<file path="config.mk">
export PLATFORM = sky130hd
export DESIGN_NAME = md5_search_ctrl
export DESIGN_NICKNAME = d
export VERILOG_FILES = /design/src/rtl/md5_search_ctrl.sv
export SDC_FILE = /design/constraint.sdc
export NUM_CORES = 1
export LEC_CHECK = 0
export BUFFER_PORTS_ARGS = -buffer_cell sky130_fd_sc_hd__buf_2
export CORE_MARGIN = 1.5
export CORE_UTILIZATION = 58
export CTS_CLUSTER_SIZE = 14
export DETAILED_ROUTE_END_ITERATION = 8
export GPL_TIMING_DRIVEN = 0
export PLACE_DENSITY = 0.85
export SLEW_MARGIN = 30
export SYNTH_ARGS = -nofsm -noshare
export SYNTH_HDL_FRONTEND = slang
export SYNTH_SLANG_ARGS = --single-unit
</file>
<file path="constraint.sdc">
create_clock -name clk -period 4 [get_ports clk]
set_input_delay 1 -clock clk [delete_from_list [all_inputs] [get_ports clk]]
set_output_delay 1 -clock clk [all_outputs]
set_load 0.005 [all_outputs]
</file>
<file path="src/rtl/md5_search_ctrl.sv">
// rtl/md5_search_ctrl.sv - MD5 candidate search sequencer for one chunk-cruncher
//
// Walks the candidate range [cfg_first..cfg_last] (inclusive, wrapping through
// 0xFFFFFFFF -> 0). For each candidate it loads a padded single-block message
// into the cruncher message RAM, resets and starts the cruncher, waits for
// cr_done and compares the digest against the latched target.
//
// Ports:
//   clk, reset                 clock; synchronous active-high reset
//   cfg_start, cfg_abort       start pulse (IDLE only), abort pulse (wins)
//   cfg_first/last/target      search range and target digest {d,c,b,a}
//   busy, found, exhausted     status; found/exhausted are sticky
//   match_value, cand_count    matching candidate, candidates checked
//   msg_we/waddr/wdata         message RAM write port
//   cr_reset, cr_start         cruncher reset (combinational) and start pulse
//   cr_done, cr_digest         cruncher completion level and digest
module md5_search_ctrl #(
  parameter int MSG_LEN_BITS = 32
) (
  input  logic         clk,
  input  logic         reset,
  input  logic         cfg_start,
  input  logic         cfg_abort,
  input  logic [31:0]  cfg_first,
  input  logic [31:0]  cfg_last,
  input  logic [127:0] cfg_target,
  output logic         busy,
  output logic         found,
  output logic         exhausted,
  output logic [31:0]  match_value,
  output logic [31:0]  cand_count,
  output logic         msg_we,
  output logic [3:0]   msg_waddr,
  output logic [31:0]  msg_wdata,
  output logic         cr_reset,
  output logic         cr_start,
  input  logic         cr_done,
  input  logic [127:0] cr_digest
);

  typedef enum logic [2:0] {
    S_IDLE, S_LOAD, S_CRST, S_CSTART, S_WAIT, S_CHECK
  } state_t;

  state_t        state, state_n;
  logic [3:0]    w, w_n;
  logic [31:0]   cand, cand_n;
  logic [31:0]   last_q;
  logic [127:0]  target_q, digest_q;
  logic          accept, abort_cycle, hit;

  // Little-endian MD5 padding of a 4-byte message into one 512-bit block.
  function automatic logic [31:0] word_of(input logic [3:0] idx, input logic [31:0] c);
    case (idx)
      4'd0:    word_of = c;
      4'd1:    word_of = 32'h0000_0080;
      4'd14:   word_of = 32'(MSG_LEN_BITS);
      default: word_of = 32'h0;
    endcase
  endfunction

  always_ff @(posedge clk) begin
    if (reset) state <= S_IDLE;
    else       state <= state_n;
  end

  always_comb begin
    state_n     = state;
    w_n         = w;
    cand_n      = cand;
    accept      = 1'b0;
    abort_cycle = 1'b0;
    hit         = (digest_q == target_q);
    case (state)
      S_IDLE: begin
        if (cfg_start && !cfg_abort) begin
          accept  = 1'b1;
          cand_n  = cfg_first;
          w_n     = 4'd0;
          state_n = S_LOAD;
        end
      end
      S_LOAD: begin
        if (w == 4'd15) state_n = S_CRST;
        else            w_n     = w + 4'd1;
      end
      S_CRST:   state_n = S_CSTART;
      S_CSTART: state_n = S_WAIT;
      S_WAIT:   if (cr_done) state_n = S_CHECK;
      S_CHECK: begin
        if (hit || cand == last_q) begin
          state_n = S_IDLE;
        end else begin
          cand_n  = cand + 32'd1;
          w_n     = 4'd0;
          state_n = S_LOAD;
        end
      end
      default: state_n = S_IDLE;
    endcase
    // Abort overrides whatever the state wanted to do this cycle.
    if (state != S_IDLE && cfg_abort) begin
      abort_cycle = 1'b1;
      state_n     = S_IDLE;
      cand_n      = cand;
    end
  end

  // The cruncher keeps its chaining values between runs, so it is reset
  // ahead of every candidate and whenever a search is torn down.
  assign cr_reset = reset | (state == S_CRST) | abort_cycle;

  always_ff @(posedge clk) begin
    if (reset) begin
      w           <= 4'd0;
      cand        <= 32'd0;
      last_q      <= 32'd0;
      target_q    <= 128'd0;
      digest_q    <= 128'd0;
      busy        <= 1'b0;
      found       <= 1'b0;
      exhausted   <= 1'b0;
      match_value <= 32'd0;
      cand_count  <= 32'd0;
      msg_we      <= 1'b0;
      msg_waddr   <= 4'd0;
      msg_wdata   <= 32'd0;
      cr_start    <= 1'b0;
    end else begin
      w        <= w_n;
      cand     <= cand_n;
      // Outputs are registered from the next state so they line up with it.
      busy     <= (state_n != S_IDLE);
      msg_we   <= (state_n == S_LOAD);
      cr_start <= (state_n == S_CSTART);
      if (state_n == S_LOAD) begin
        msg_waddr <= w_n;
        msg_wdata <= word_of(w_n, cand_n);
      end
      if (accept) begin
        last_q     <= cfg_last;
        target_q   <= cfg_target;
        found      <= 1'b0;
        exhausted  <= 1'b0;
        cand_count <= 32'd0;
      end
      if (state == S_WAIT && cr_done) digest_q <= cr_digest;
      if (state == S_CHECK && !abort_cycle) begin
        cand_count <= cand_count + 32'd1;
        if (hit) begin
          found       <= 1'b1;
          match_value <= cand;
        end else if (cand == last_q) begin
          exhausted <= 1'b1;
        end
      end
    end
  end

endmodule

</file>
# ---- Yosys cells after proc, flatten, opt, wreduce, memory -nomap -nowiden
# Index checks and enable logic that the tools add are counted.
dict set report totals {
  regBits 432
  latchBits 0
  mem_bits_rw 0
  rom_bits 0
  out_inout_bits 106
  wordCells 72
  memories 0
}
dict set report op_classes {
  addsub 3
  mul 0
  div_mod_pow 0
  order_cmp 0
  n_eq_ne 12
  n_shift 0
  muxes 27
  bitwise 2
  n_reduce_logical 13
}
# cell n
set ops {}
lappend ops {{2-to-1 mux 32 bit} 5}
lappend ops {{equality test 128 bit} 1}
lappend ops {{one-hot mux 32 bit (3 select lines)} 1}
lappend ops {{adder 32 x 1 -> 32 bit, second input constant} 2}
lappend ops {{one-hot mux 32 bit (2 select lines)} 1}
lappend ops {{equality test 32 bit} 1}
lappend ops {{one-hot mux 3 bit (6 select lines)} 1}
lappend ops {{2-to-1 mux 3 bit} 4}
lappend ops {{2-to-1 mux 4 bit} 3}
lappend ops {{one-hot mux 4 bit (3 select lines)} 1}
lappend ops {{2-to-1 mux 1 bit} 11}
lappend ops {{equality test 3 x 2 -> 1 bit, second input constant} 3}
lappend ops {{equality test 4 bit, second input constant} 2}
lappend ops {{equality test 3 x 1 -> 1 bit, second input constant} 2}
lappend ops {{equality test 3 bit, second input constant} 2}
lappend ops {{nonzero test 3 bit} 2}
lappend ops {{adder 4 x 1 -> 4 bit, second input constant} 1}
lappend ops {{equality test 4 x 1 -> 1 bit, second input constant} 1}
lappend ops {{logical AND 1 bit} 4}
lappend ops {{zero test 4 bit} 1}
lappend ops {{zero test 3 bit} 1}
lappend ops {{zero test 1 bit} 2}
lappend ops {{OR 1 bit} 2}
lappend ops {{AND reduction 2 bit} 1}
lappend ops {{other kinds (2)} 2}

# ---- Longest topological paths before layout
dict set report logic_depth {
  depth_word 8
  mapped_depth 11
  ltp_nobuf 9
}

# ---- Worst setup path before layout
# No wires, ideal clock.
dict set report synth_path {
  path_kind {input to register}
  from {in cfg_start}
  to {reg msg_wdata[13]}
  setup_ns 0.096
  arrival_ns 2.650
  slack_ns 1.255
  cell_stages 9
  path_buffers 1
  path_cell_list {nor2b_1 > buf_2 > nand2_1 > a21oi_1 > nor2_1 > a31oi_1 > o21ai_2 > or4b_4 > o41ai_2}
}
dict set report synth_between {
  elab_chain_len 5
  word_cells_on_any_way 14
  cone_classes {3 x eq/ne; 9 x mux; 2 x reduce/logical}
}
# item line_no
set synth_rtl {}
lappend synth_rtl {{from (decl)} 22} ;# input logic cfg_start,
lappend synth_rtl {{logical AND 1 bit (*)} 76} ;# if (cfg_start && !cfg_abort) begin
lappend synth_rtl {{2-to-1 mux 4 bit, or another cell as far along} 76}
lappend synth_rtl {{one-hot mux 4 bit (3 select lines), or another cell as far along} 74} ;# case (state)
lappend synth_rtl {{equality test 4 bit, or another cell as far along} 54} ;# case (idx)
lappend synth_rtl {{one-hot mux 32 bit (3 select lines) or equality test 3 x 1 -> 1 bit (tied branches)} {54, 136}}
lappend synth_rtl {{to (signal assigned)} 138} ;# msg_wdata <= word_of(w_n, cand_n);
lappend synth_rtl {{to (decl)} 34} ;# output logic [31:0] msg_wdata,
# Every way passes the cells marked *; elsewhere a longest branch is shown, timed or not.
# A chain may end at the register's enable or synchronous reset.

# ---- Worst setup path in the final report
dict set report layout_path {
  from {reg digest_q[68]}
  to {reg msg_wdata[13]}
}
dict set report layout_between {
  elab_chain_len 6
  word_cells_on_any_way 15
  cone_classes {4 x eq/ne; 9 x mux; 2 x reduce/logical}
}
# item line_no
set layout_rtl {}
lappend layout_rtl {{from (decl)} 49} ;# logic [127:0] target_q, digest_q;
lappend layout_rtl {{from (signal assigned)} 147} ;# if (state == S_WAIT && cr_done) digest_q <= cr_digest;
lappend layout_rtl {{equality test 128 bit (*)} 73} ;# hit = (digest_q == target_q);
lappend layout_rtl {{logical OR 1 bit (*)} 91} ;# if (hit || cand == last_q) begin
lappend layout_rtl {{2-to-1 mux 4 bit, or another cell as far along} 91}
lappend layout_rtl {{one-hot mux 4 bit (3 select lines), or another cell as far along} 74}
lappend layout_rtl {{equality test 4 bit, or another cell as far along} 54}
lappend layout_rtl {{one-hot mux 32 bit (3 select lines) or equality test 3 x 1 -> 1 bit (tied branches)} {54, 136}}
# Marks and branches as above.

==> key figures <==
Global route
  • Largest net degree at the start of global routing: 15
  • First-pass GRT wire length: a little over 100000 um
  • Tot GR Track Use: 39.89%
  • Gr ovfl total: 0
  • Vias in the first global route: 17760
  • Initial antenna violation count: 11

Logic synthesis
  • Cells after Synth: 2290
  • Number of synthesized flops with an enable pin: 0
  • Ys async rst share: 0%
  • Post-Syn Area: around 18000 um2
  • Average size of a mapped cell: 8.071 um2
  • Ys Warns: 0
  • Syn nets: approximately 2600
  • Yosys cell types: about 80
  • Dominant synthesized flop cell: dfxtp_1
  • Post-synthesis sequential area ratio: a little under half
  • Seq cells post-synth: 432

Place
  • DP HPWL: 52230 um
  • Port Buffers: 430
  • Placer congestion estimate: 0.9816

Timing
  • Slew @ Worst Pin: approximately 1.1 ns
  • Setup TNS: 0 ns
  • Fin crit period: slightly below 4 ns
  • Fmax: roughly 260 MHz
  • Final Cycle Share: a little over nine tenths
  • Finish-stage setup viols: 0
  • Final Hold Viols: 0
  • Final clock skew: roughly 0.021 ns
  • RSZ-0062 raised after global routing: no
  • Slew headroom: roughly a quarter
  • Slew Viols, Final: 0

Status
  • Status: finished clean

Power
  • Peak supply drop: a little over 0.0003 V
  • Tot Pwr: 0.009446 W
  • Pwr per Cell Area: roughly 420 nW/um2
  • P_leak: ~8.6 nW

Cells and area
  • Synth-to-Final Area Change: 22.10%
  • Final Util: about 72%
  • Share of cells above drive strength 1: 20.27%
  • Nets: roughly 3100

Drt
  • DRC errors left: 0
  • Post-DRT Antenna Nets: 0
  • Met3 wire len: 7437 um
  • DRT Wirelength: ~69000 um
  • Iteration-0 DRC Markers: 1798
  • DRT Pass-1 Iters: 6
  • Met1 Wirelength: about 27000 um
  • Met2 WL: a little over 30000 um
  • Vias/cell: about 6
  • Wire per inst: roughly 21 um
  • Top Layer Used: met5
  • Vias: around 19000

CTS
  • CTS tree: built
  • CTS Buffer Depth: 3
  • Htree depth: 2
  • CTS Buf Count: 43
  • Cts hold-fix bufs: 0
  • Clock root buffer master: clkbuf_16
  • Clock sinks: ~430
  • Latest clock arrival within the worst-skew pair: 0.56 ns
  • PostCTS Resize Cnt: 0
  • CTS clock-pin slew for the worst setup and hold paths: about 0.060 ns
  • Post-CTS setup buffers: 0

Worst hold path
  • Hold crit path type: reg -> reg

Floorplanning
  • Die span in x: around 180 um
  • DIE AREA: 32950 um2
  • Core ar.: about 31000 um2
  • Ports: 431
  • Row cnt: 65
  • Chip height: ~180 um
  • Initial Util: between 50% and 60%

Critical path
  • Critical Path AT: 4.26 ns
  • Critical path type: reg -> reg
  • Max FO, Critical Path: 10
  • CP Launch Type: flip-flop
  • CP endpoint kind: flip-flop
  • Worst endpoint required time: between 4 and 5 ns

Run
  • MaxCap Viol Count: 0
[synth_stat cells, types with 8 or more instances]
cell type,n,share of area (%)
nand2_1,651,13
dfxtp_1,432,47
a21oi_1,319,8.6
xnor2_1,162,7.7
clkbuf_1,121,2.5
nor2_1,112,2.3
nand4_1,55,1.9
mux2i_1,45,2.4
nand3_1,41,1.1
a22o_1,26,1.2
buf_2,25,0.68
nor3_1,22,0.60
o21ai_0,21,0.57
a22oi_1,18,0.73
nor4_1,17,0.58
or3_1,16,0.54
a31oi_1,15,0.51
and3_1,15,0.51
inv_1,13,0.26
and2_1,12,0.41
buf_1,10,0.20
mux2_2,8,0.49
o21a_1,8,0.32
[flip-flops by register name, indices dropped and copies added (netlist names), 3 cells and up]
| name | cells |
|---|---|
| digest_q | 128 |
| match_value | 32 |
| msg_wdata | 32 |
| cand | 32 |
| w | 4 |
| last_q | 32 |
| target_q | 128 |
| state | 3 |
| msg_waddr | 4 |
| cand_count | 32 |
[metrics by stage]
stage | setup WS (ns) | instance area (um2) | hold slack, ns | instances
after CTS | 0.2688 | 22540 | 0.4646 | 3199
after detailed placement | 0.1411 | 21140 | 0.4502 | 3122
final | 0.1436 | 22570 | 0.4643 | 3205
after floorplan | 1.255 | 18480 | 0.4488 | 2290
after global routing | 0.08731 | 22560 | 0.4835 | 3203
after global placement | 0.1869 | 21140 | 0.4340 | 3122
[critical path: stages, from the launching register on]
cell and delay [ns]:
dfxtp_1 0.32, xnor2_1 0.50, nand4_1 0.25, nor4_1 0.51, nand4_1 0.47, o211ai_1 0.50, buf_2 0.35, nor2_1 0.18
a221oi_1 0.51, o41ai_2 0.12
[power breakdown]
| group | internal, W | leakage, nW | switching, W |
|---|---|---|---|
| logic | 0.000354 | 4.37 | 0.000594 |
| clock network | 0.00226 | 0.704 | 0.00173 |
| registers | 0.00441 | 3.50 | 0.0000952 |
| total | 0.00703 | 8.57 | 0.00242 |
[per-layer routing]
metal,up-vias,GRT usage [%]
met5,-,0
met2,1166,62.00
met4,12,19.60
met1,8997,51.96
li1,8728,-
met3,247,9.747
[kinds of logic after synthesis]
logic type	after synthesis	share of synthesized area (%)
AOI/OAI and AO/OA	485	15.71
xor gates and xnor gates	162	7.677
adders and majority gates	3	0.2031
buffers and inverters	177	3.892
DFF	432	46.79
muxes	53	2.924
and+or+nand+nor	978	22.81
[cell type report]
type / instances / area, um2
multi-input cells: 1681 / 9130
fillers: 2512 / 8906
flip-flops and latches: 432 / 8648
repair buffers: 430 / 2152
clock buffers: 61 / 1295
plain buffers: 163 / 666.9
well taps: 402 / 503.0
clock inverters: 16 / 105.1
inverters: 14 / 52.55
diodes: 6 / 15.01
[final timing paths]
| kind | start | endpoint | slack [ns] | cells after the start |
|---|---|---|---|---|
| worst max-delay path | digest_q[68]$_SDFFE_PP0P_ | msg_wdata[13]$_SDFFE_PP0P_ | 0.14 | 9 |
| worst min-delay path | msg_wdata[6]$_SDFFE_PP0P_ | msg_wdata[6]$_SDFFE_PP0P_ | 0.46 | 2 |
| worst max register to register | digest_q[68]$_SDFFE_PP0P_ | msg_wdata[13]$_SDFFE_PP0P_ | 0.14 | 9 |
| worst min register to register | msg_wdata[6]$_SDFFE_PP0P_ | msg_wdata[6]$_SDFFE_PP0P_ | 0.46 | 2 |
[layout by cell type (no fill, tap or decap), drive strengths merged, types with 15 or more instances in the layout]
cell type,instances
clkbuf,183
a31oi,15
dfxtp,432
and3,15
a22oi,18
inv,16
nor3,24
nor2,114
a22o,26
nand3,41
a21oi,320
o21ai,24
or3,16
mux2i,45
nand2,652
nand4,55
xnor2,162
nor4,17
buf,471
Note: power is estimated with default switching activity, not from simulation.
